File: src/rtl/fp16_pkg.sv
// Shared binary16 constants, field helpers and special-flag bit positions
// used by the fp16 add/sub datapath (alignment stage and magnitude16_sub).
package fp16_pkg;

    localparam int EB      = 5;
    localparam int MB      = 11;
    localparam int FRAC_W  = MB - 1;
    localparam int EXP_MAX = 31;
    localparam int BIAS    = 15;

    // Special-case flag layout, identical to the magnitude16_sub FLAGS bus
    localparam int SPC_W   = 3;
    localparam int SPC_NAN = 2;
    localparam int SPC_INF = 1;
    localparam int SPC_INV = 0;

    typedef struct packed {
        logic          sign;
        logic [EB-1:0] exp;     // effective exponent (subnormal/zero -> 1)
        logic [MB-1:0] mant;    // significand including hidden bit
        logic          is_nan;
        logic          is_inf;
    } fp16_unpacked_t;

    function automatic logic fp16_sign(input logic [15:0] h);
        return h[15];
    endfunction

    function automatic logic [EB-1:0] fp16_exp(input logic [15:0] h);
        return h[14:10];
    endfunction

    function automatic logic [FRAC_W-1:0] fp16_frac(input logic [15:0] h);
        return h[9:0];
    endfunction

    // Subnormals and zero share the exponent of the smallest normal so that
    // the alignment distance is computed on a uniform scale.
    function automatic fp16_unpacked_t fp16_unpack(input logic [15:0] h);
        fp16_unpacked_t  u;
        logic [EB-1:0]     e;
        logic [FRAC_W-1:0] f;
        e        = fp16_exp(h);
        f        = fp16_frac(h);
        u.sign   = fp16_sign(h);
        u.exp    = (e == '0) ? EB'(1) : e;
        u.mant   = {(e != '0), f};
        u.is_nan = (e == EB'(EXP_MAX)) && (f != '0);
        u.is_inf = (e == EB'(EXP_MAX)) && (f == '0);
        return u;
    endfunction

endpackage

File: src/rtl/fp_align_shift.sv
// Combinational right shifter for significand alignment. Appends three
// zero bits below the significand, shifts right, and reports guard, round
// and sticky (sticky also absorbs every bit pushed off the bottom).
module fp_align_shift #(
    parameter int MB        = 11,
    parameter int SHIFT_SAT = 14,
    parameter int SW        = $clog2(SHIFT_SAT + 1)
) (
    input  logic [MB-1:0] mant_i,
    input  logic [SW-1:0] shift_i,
    output logic [MB-1:0] mant_o,
    output logic [2:0]    grs_o
);

    localparam int XW = MB + 3;

    logic [XW-1:0] ext;
    logic [XW-1:0] shifted;
    logic [XW-1:0] lost_mask;

    // Shift the extended significand and fold the discarded bits into sticky
    always_comb begin
        ext       = {mant_i, 3'b000};
        shifted   = ext >> shift_i;
        lost_mask = ~({XW{1'b1}} << shift_i);
        mant_o    = shifted[XW-1:3];
        grs_o     = {shifted[2], shifted[1], shifted[0] | (|(ext & lost_mask))};
        if (int'(shift_i) >= XW) begin
            mant_o = '0;
            grs_o  = {2'b00, |mant_i};
        end
    end

endmodule

File: src/rtl/fp16_align_stage.sv
// Operand-alignment stage of the binary16 add/sub datapath. Stage 1 unpacks,
// applies the opcode to B's sign, orders operands by exponent and classifies
// specials; stage 2 aligns the smaller significand and collects GRS bits.
module fp16_align_stage #(
    parameter int EB        = 5,
    parameter int MB        = 11,
    parameter int SHIFT_SAT = 14
) (
    input  logic          CLK,
    input  logic          RST,
    input  logic          IN_VALID,
    output logic          IN_READY,
    input  logic          IN_OP_SUB,
    input  logic [15:0]   IN_A,
    input  logic [15:0]   IN_B,
    output logic          OUT_VALID,
    input  logic          OUT_READY,
    output logic          OUT_SIGN_A,
    output logic          OUT_SIGN_B,
    output logic [EB-1:0] OUT_EXP_HALF,
    output logic [MB-1:0] OUT_MANT_A_HALF,
    output logic [MB-1:0] OUT_MANT_B_HALF,
    output logic [2:0]    OUT_GRS,
    output logic          OUT_SWAPPED,
    output logic [2:0]    OUT_SPECIAL
);

    import fp16_pkg::*;

    localparam int SW = $clog2(SHIFT_SAT + 1);

    // |expA - expB| clamped to the largest useful alignment distance
    function automatic logic [SW-1:0] sat_shift(input logic signed [EB+1:0] diff);
        logic signed [EB+1:0] mag;
        mag = (diff < 0) ? -diff : diff;
        return (int'(mag) > SHIFT_SAT) ? SW'(SHIFT_SAT) : SW'(mag);
    endfunction

    // Inf - Inf with opposite effective signs is the only invalid operation
    function automatic logic [SPC_W-1:0] classify(input fp16_unpacked_t a,
                                                  input fp16_unpacked_t b,
                                                  input logic           sign_b_eff);
        logic [SPC_W-1:0] spc;
        logic             inv;
        logic             nan;
        inv          = a.is_inf & b.is_inf & (a.sign ^ sign_b_eff);
        nan          = a.is_nan | b.is_nan | inv;
        spc          = '0;
        spc[SPC_NAN] = nan;
        spc[SPC_INF] = ~nan & (a.is_inf | b.is_inf);
        spc[SPC_INV] = inv;
        return spc;
    endfunction

    // Handshake / valid tracking
    logic ld_p1;
    logic ld_p2;
    logic vld_p1_q, vld_p1_d;
    logic vld_p2_q, vld_p2_d;

    // Stage 1 results
    fp16_unpacked_t        ua;
    fp16_unpacked_t        ub;
    logic                  sign_b_eff;
    logic                  swap;
    logic signed [EB+1:0]  ediff;

    logic             sign_a_p1_q, sign_a_p1_d;
    logic             sign_b_p1_q, sign_b_p1_d;
    logic [EB-1:0]    exp_p1_q,    exp_p1_d;
    logic [MB-1:0]    mant_a_p1_q, mant_a_p1_d;
    logic [MB-1:0]    mant_b_p1_q, mant_b_p1_d;
    logic [SW-1:0]    shift_p1_q,  shift_p1_d;
    logic             swap_p1_q,   swap_p1_d;
    logic [SPC_W-1:0] spc_p1_q,    spc_p1_d;

    // Stage 2 (output) registers
    logic             sign_a_p2_q;
    logic             sign_b_p2_q;
    logic [EB-1:0]    exp_p2_q;
    logic [MB-1:0]    mant_a_p2_q;
    logic [MB-1:0]    mant_b_p2_q;
    logic [2:0]       grs_p2_q;
    logic             swap_p2_q;
    logic [SPC_W-1:0] spc_p2_q;

    logic [MB-1:0]    sh_mant;
    logic [2:0]       sh_grs;

    // Each stage loads when empty or when the stage after it drains this cycle
    always_comb begin
        ld_p2    = ~vld_p2_q | OUT_READY;
        IN_READY = ~vld_p1_q | ld_p2;
        ld_p1    = IN_READY & IN_VALID;
        vld_p1_d = IN_READY ? IN_VALID : vld_p1_q;
        vld_p2_d = ld_p2 ? vld_p1_q : vld_p2_q;
    end

    // Valid bits are the only state reset clears in the front stage
    always_ff @(posedge CLK) begin
        if (RST) begin
            vld_p1_q <= 1'b0;
            vld_p2_q <= 1'b0;
        end else begin
            vld_p1_q <= vld_p1_d;
            vld_p2_q <= vld_p2_d;
        end
    end

    // ---- stage 0 -> 1: unpack, apply opcode, order by exponent, classify
    // Equal exponents keep A on the A lane; magnitude16_sub orders significands.
    always_comb begin
        ua          = fp16_unpack(IN_A);
        ub          = fp16_unpack(IN_B);
        sign_b_eff  = ub.sign ^ IN_OP_SUB;
        swap        = (ub.exp > ua.exp);
        ediff       = signed'({2'b00, ua.exp}) - signed'({2'b00, ub.exp});
        sign_a_p1_d = swap ? sign_b_eff : ua.sign;
        sign_b_p1_d = swap ? ua.sign    : sign_b_eff;
        exp_p1_d    = swap ? ub.exp     : ua.exp;
        mant_a_p1_d = swap ? ub.mant    : ua.mant;
        mant_b_p1_d = swap ? ua.mant    : ub.mant;
        shift_p1_d  = sat_shift(ediff);
        swap_p1_d   = swap;
        spc_p1_d    = classify(ua, ub, sign_b_eff);
    end

    // Capture stage 1 on each accepted operand pair
    always_ff @(posedge CLK) begin
        if (ld_p1) begin
            sign_a_p1_q <= sign_a_p1_d;
            sign_b_p1_q <= sign_b_p1_d;
            exp_p1_q    <= exp_p1_d;
            mant_a_p1_q <= mant_a_p1_d;
            mant_b_p1_q <= mant_b_p1_d;
            shift_p1_q  <= shift_p1_d;
            swap_p1_q   <= swap_p1_d;
            spc_p1_q    <= spc_p1_d;
        end
    end

    // ---- stage 1 -> 2: align the smaller significand
    fp_align_shift #(
        .MB        (MB),
        .SHIFT_SAT (SHIFT_SAT),
        .SW        (SW)
    ) u_shift (
        .mant_i  (mant_b_p1_q),
        .shift_i (shift_p1_q),
        .mant_o  (sh_mant),
        .grs_o   (sh_grs)
    );

    // Output register: cleared on reset, held while the consumer stalls
    always_ff @(posedge CLK) begin
        if (RST) begin
            sign_a_p2_q <= 1'b0;
            sign_b_p2_q <= 1'b0;
            exp_p2_q    <= '0;
            mant_a_p2_q <= '0;
            mant_b_p2_q <= '0;
            grs_p2_q    <= '0;
            swap_p2_q   <= 1'b0;
            spc_p2_q    <= '0;
        end else if (ld_p2 && vld_p1_q) begin
            sign_a_p2_q <= sign_a_p1_q;
            sign_b_p2_q <= sign_b_p1_q;
            exp_p2_q    <= exp_p1_q;
            mant_a_p2_q <= mant_a_p1_q;
            mant_b_p2_q <= sh_mant;
            grs_p2_q    <= sh_grs;
            swap_p2_q   <= swap_p1_q;
            spc_p2_q    <= spc_p1_q;
        end
    end

    assign OUT_VALID       = vld_p2_q;
    assign OUT_SIGN_A      = sign_a_p2_q;
    assign OUT_SIGN_B      = sign_b_p2_q;
    assign OUT_EXP_HALF    = exp_p2_q;
    assign OUT_MANT_A_HALF = mant_a_p2_q;
    assign OUT_MANT_B_HALF = mant_b_p2_q;
    assign OUT_GRS         = grs_p2_q;
    assign OUT_SWAPPED     = swap_p2_q;
    assign OUT_SPECIAL     = spc_p2_q;

endmodule

File: config.mk
export PLATFORM = sky130hd
export DESIGN_NAME = fp16_align_stage
export DESIGN_NICKNAME = d
export VERILOG_FILES = /design/src/rtl/fp16_pkg.sv /design/src/rtl/fp_align_shift.sv /design/src/rtl/fp16_align_stage.sv
export SDC_FILE = /design/constraint.sdc
export NUM_CORES = 1
export LEC_CHECK = 0
export CORE_MARGIN = 2
export CORE_UTILIZATION = 50
export CTS_CLUSTER_DIAMETER = 40
export DETAILED_ROUTE_END_ITERATION = 10
export PLACE_DENSITY = 0.83
export SETUP_SLACK_MARGIN = 0.15
export SLEW_MARGIN = 0
export SYNTH_ARGS = -nofsm -noshare
export SYNTH_HDL_FRONTEND = slang
export SYNTH_SLANG_ARGS = --single-unit
File: constraint.sdc
create_clock -name CLK -period 3.82 [get_ports CLK]
set_input_delay 0.382 -clock CLK [delete_from_list [all_inputs] [get_ports CLK]]
set_output_delay 0.382 -clock CLK [all_outputs]
set_load 0.01 [all_outputs]
; ---- After elaboration in Yosys (flattened, before gate mapping)
; Cells that the tools add are included.
[word_totals]
output_inout_bits = 38
reg_bits = 75
inputBits = 37
elab_cells = 70
[classes]
n_shift = 2
bitwise = 17
n_lt_le_gt_ge = 4
n_mux = 10
addsub = 2
n_eq_ne = 2
n_reduce_logical = 15
[ops]
columns = op, n
row1 = $mux 11, 3
row2 = $logic_not 10->1, 2
row3 = $reduce_bool 10->1, 2
row4 = $mux 5, 3
row5 = $and 14x14->14, 1
row6 = $not 14->14, 1
row7 = $reduce_or 14->1, 1
row8 = $shl 14x4->14 const A, 1
row9 = $shr 14x4->14, 1
row10 = $reduce_or 11->1, 1
row11 = $eq 5x5->1 const B, 2
row12 = $logic_not 5->1, 2
row13 = $reduce_bool 5->1, 2
row14 = $gt 7x5->1 const B, 1
row15 = $mux 7, 1
row16 = $neg 6->7, 1
row17 = $lt 6x1->1 const B, 1
row18 = $or 1x1->1, 6
row19 = $sub 5x5->6, 1
row20 = $gt 5x5->1, 1
row21 = $logic_and 1x1->1, 5
row22 = $and 1x1->1, 4
row23 = $ge 4x4->1 const B, 1
row24 = $mux 3, 1
row25 = other kinds (3), 7

; ---- Logic depth before layout (Yosys ltp)
[depth]
depth_word = 7
depth_mapped = 13
ltp_nobuf = 13

; ---- Cells and area by module
; Synthesis repeated with hierarchy kept, for this count alone.
[unflattened]
hier_cells = 432
hier_area_um2 = 4048.9
[by_module_without_submodules]
columns = module, area_per_inst_um2, cells_per_inst, seq_area_each_um2, instances
row1 = fp16_align_stage, 3429.5, 342, 1871.8, 1
row2 = fp_align_shift, 619.3, 90, 0.0, 1

; ---- Worst setup path before layout
; OpenSTA, ideal clock, no wires.
[synth_timing]
path_kind = in2reg
from = input IN_A[10]
to = register shift_p1_q[1], data pin
required_ps = 3548
stages = 11
setup_time_ps = 272
path_slack_ps = 656
n_path_buf = 0
arrival_time_ps = 2892
path_cell_list = or4_1 nor2_1 nor2_1 ha_1 fa_1 nand2b_1 a21oi_4 xor2_1 or4b_1 nand2_1 a32oi_1
[synth_via]
elab_chain_cells = 6
word_cells_on_any_way = 7
cone_classes = add/sub (2) / order compare (2) / mux (2) / reduce/logical (1)
[synth_rtl]
columns = element, line
row1 = from (decl), fp16_align_stage.sv:14  ; input logic [15:0] IN_A,
row2 = $logic_not 5->1, fp16_pkg.sv:46  ; u.exp = (e == '0) ? EB'(1) : e;
row3 = $mux 5 (*), fp16_pkg.sv:46
row4 = $sub 5x5->6 (*), fp16_align_stage.sv:117  ; ediff = signed'({2'b00, ua.exp}) - signed'({2'b00, ub.exp});
row5 = $neg 6->7 / $lt 6x1->1 (equally long branches), fp16_align_stage.sv:35  ; mag = (diff < 0) ? -diff : diff;
row6 = $mux 7 (*), fp16_align_stage.sv:35
row7 = $gt 7x5->1, fp16_align_stage.sv:36  ; return (int'(mag) > SHIFT_SAT) ? SW'(SHIFT_SAT) : SW'(mag);
row8 = to (signal assigned), fp16_align_stage.sv:136  ; shift_p1_q <= shift_p1_d;
row9 = to (decl), fp16_align_stage.sv:73  ; logic [SW-1:0] shift_p1_q, shift_p1_d;
; Mark *: on every way between the ends. The rest lies on a longest branch, timed or not.
; A chain may end at the register's enable or synchronous reset.

; ---- Worst setup path in the final report
[layout_timing]
from = input IN_A[14]
to = register shift_p1_q[2], data pin
; The elaborated chain is that of the path after synthesis.

==> results.sh <==
export IMPL_worst_pin_slew_ns=0.772
export IMPL_vias=3308
export IMPL_synth_edff_count=37
export IMPL_synthCells=407
export IMPL_tns_ns=0
export IMPL_syn_avg_cell_area_um2=9.51
export IMPL_grt_first_pass_wirelength_um=14700
export IMPL_worst_setup_path_type="in -> reg"
export IMPL_final_nets=518
export IMPL_synth_cell_types=54
export IMPL_cp_arrival_ns=3.51
export IMPL_antenna_found_initial=0
export IMPL_max_slew_margin_rel_pct=48.4
export IMPL_postSynth_asyncResetShare_pct=0
export IMPL_max_stage_delay_ns=0.51
export IMPL_slowest_stage="or4_1"
export IMPL_fp_row_count=32
export IMPL_synth_area_leaders="edfxtp_1 (29%), dfxtp_1 (20%), mux2_2 (8.4%)"
export IMPL_pin_count=75
export IMPL_postCtsSetupBuffers=0
export IMPL_yosysSeqAreaShare_pct=48.3
export IMPL_fin_hold_ws_ns=0.455
export IMPL_area_growth_syn_to_layout_pct=26.5
export IMPL_drc=0
export IMPL_fin_crit_sh_pct=89.3
export IMPL_h_tree_depth=3
export IMPL_holdBufCountCts=0
export IMPL_finClkSkew_ns=0.00976
export IMPL_clock_sinks=75
export IMPL_drive_gt1_share_pct=12.8
export IMPL_post_place_ws_ns=0.0449
export IMPL_clk_pin_slew_worst_paths_ns=0.08
export IMPL_syn_num_nets=452
export IMPL_cts_buffer_depth=2
export IMPL_crit_chain="clkdlybuf4s50_1 -> or4_1 -> nor2_1 -> nor2_1 -> ha_1 -> fa_1 -> nand2b_1 -> a21oi_4 -> xor2_1 -> nand2_1 -> o311a_2"
export IMPL_peakVddDrop_v=0.000169
export IMPL_power_density_nw_per_um2=420
export IMPL_grt_start_max_net_pins=39
export IMPL_hpwl_um=6760
export IMPL_ys_warn_count=0
export IMPL_cp_required_ns=3.92
export IMPL_diodes=0
export IMPL_wire_per_inst_um=15.7
export IMPL_min_path_type="reg -> reg"
export IMPL_fin_util_pct=64.4
export IMPL_cp_end_kind="flip-flop"
export IMPL_gp_congestion=0.930
export IMPL_cpMostUsedCell="nor2_1"
export IMPL_grt_usage_pct=22.2
export IMPL_cp_start_kind="primary input"
export IMPL_die_h_um=92.0
export IMPL_root_buffer="clkbuf_8"
export IMPL_worstSkewPairLatency_ns=0.35
export IMPL_hold_violations=0
export IMPL_vias_per_cell=5.70
export IMPL_rsz0062_at_grt="false"
export IMPL_fin_area_um2=4900
export IMPL_power_leakage_uw=0.00178
export IMPL_synth_area_um2=3870
export IMPL_status="completed"
export IMPL_grt_pass1_vias=3036
export IMPL_die_x_um=92.0
export IMPL_max_cap_violations=0
export IMPL_synth_flop_cell="dfxtp_1"
export IMPL_io_buffers=74
export IMPL_dieArea_um2=8460
export IMPL_grt_overflow=0
export IMPL_synth_seq_cells=75
export IMPL_slew_viol_final=0
export IMPL_numCtsBuffers=9
export IMPL_postRouteAntennaNets=0
export IMPL_cts_tree="done"
export IMPL_routed_wl_um=9110
export IMPL_drt_iter0_markers=273
export IMPL_placed_area_um2=4700
export IMPL_period_needed_ns=3.41
export IMPL_fmax_mhz=293
export IMPL_yosys_area_top_type="edfxtp_1"
export IMPL_start_util_pct=50.9
export IMPL_core_um2=7610
export IMPL_synth_top_cell_area_share_pct=28.7
export IMPL_critPathMaxFanout=7
export IMPL_dr_pass1_iters=5
export IMPL_ctsResizeCount=0
export IMPL_finalWorstSetupSlack_ns=0.409
export IMPL_setup_viol=0
-- sequential cells by signal (all words and copies together), names as in the netlist --
signal,flops
swap_p1_q,1
OUT_VALID,1
spc_p1_q,3
OUT_SPECIAL,3
OUT_SIGN_A,1
OUT_EXP_HALF,5
OUT_GRS,3
sign_b_p1_q,1
exp_p1_q,5
OUT_MANT_A_HALF,11
mant_b_p1_q,11
shift_p1_q,4
OUT_SWAPPED,1
sign_a_p1_q,1
mant_a_p1_q,11
OUT_SIGN_B,1
vld_p1_q,1
OUT_MANT_B_HALF,11
-- path summary, 6_finish.rpt --
| path | start | endpoint | slack [ns] | cells after the start |
|---|---|---|---|---|
| min reg2reg | OUT_EXP_HALF[4] | OUT_EXP_HALF[4] | 0.45 | 2 |
| min | OUT_EXP_HALF[4] | OUT_EXP_HALF[4] | 0.45 | 2 |
| max | IN_A[14] | shift_p1_q[2] | 0.41 | 11 |
| max reg2reg | shift_p1_q[0] | OUT_MANT_B_HALF[3] | 1.62 | 5 |
-- per-layer routing --
| metal | up-vias | global-route usage, % | share of wire [%] |
|---|---|---|---|
| li1 | 1596 | - | - |
| met1 | 1545 | 29.8 | 45 |
| met2 | 144 | 35.3 | 46 |
| met3 | 23 | 4.68 | 7.0 |
| met4 | 0 | 8.71 | 2.4 |
| met5 | - | 0 | 0 |
-- cells by family after synthesis --
kind of cell | after synthesis | share of synthesized area (%)
buf+inv | 41 | 4.36
simple gates | 147 | 16.9
mux | 39 | 11.3
xor+xnor | 6 | 1.36
fa+ha+maj | 8 | 2.78
flops | 75 | 48.3
compound gates | 91 | 15.0
-- through the flow --
stage          power, µW  std cells
3_3_place_gp        1440        564
5_1_grt             2150        580
2_1_floorplan       1290        407
6_report            2060        580
3_5_place_dp        1460        564
4_1_cts             2060        580
-- synthesized netlist by cell type (3+ instances only) --
cell type  count
dfxtp_1       38
a22oi_1        8
inv_1         13
o22ai_1        4
and3_1         4
nor2_1        36
buf_2          5
mux2_2        29
a211oi_1       6
nor2b_1        5
a21oi_1       40
nand3_1        5
xnor2_1        3
nor3_1         7
clkbuf_1      17
xor2_1         3
nand4_1        3
edfxtp_1      37
o21ai_0       14
ha_1           7
nor4_1         7
nand2_1       69
mux2i_1        9
-- cell type report --
class / count / area (µm²)
Clock buffer: 9 / 124
Clock inverter: 7 / 75.1
Fill cell: 616 / 2710
Inverter: 14 / 52.6
Multi-Input combinational cell: 291 / 1830
Sequential cell: 75 / 1870
Tap cell: 102 / 128
Timing Repair Buffer: 82 / 813
-- critical path: cells and delay by family --
| kind | cells | cell delay (ns) |
|---|---|---|
| AO/OA/AOI/OAI | 2 | 0.56 |
| XOR/XNOR | 1 | 0.45 |
| adder cells (fa/ha/maj) | 2 | 0.62 |
| buffers and inverters | 1 | 0.46 |
| AND/OR/NAND/NOR | 5 | 1.03 |
-- cell usage in the layout, fill, tap and decap left out, types with 8 or more instances in the layout --
master | Yosys | final
nand2_1 | 69 | 69
clkbuf_8 | 0 | 9
dfxtp_1 | 38 | 38
nor2_1 | 36 | 36
a21oi_1 | 40 | 40
o21ai_0 | 14 | 14
clkdlybuf4s50_1 | 0 | 74
edfxtp_1 | 37 | 37
mux2i_1 | 9 | 9
mux2_2 | 29 | 29
inv_1 | 13 | 13
a22oi_1 | 8 | 8
-- power breakdown --
part | leakage (µW) | internal (µW) | total [µW] | switching [µW]
combinational | 0.00102 | 226 | 474 | 247
clock | 0.000104 | 306 | 610 | 304
sequential | 0.000666 | 914 | 972 | 57.8
total | 0.00178 | 1450 | 2060 | 610
(Power assumes the default switching activity.)
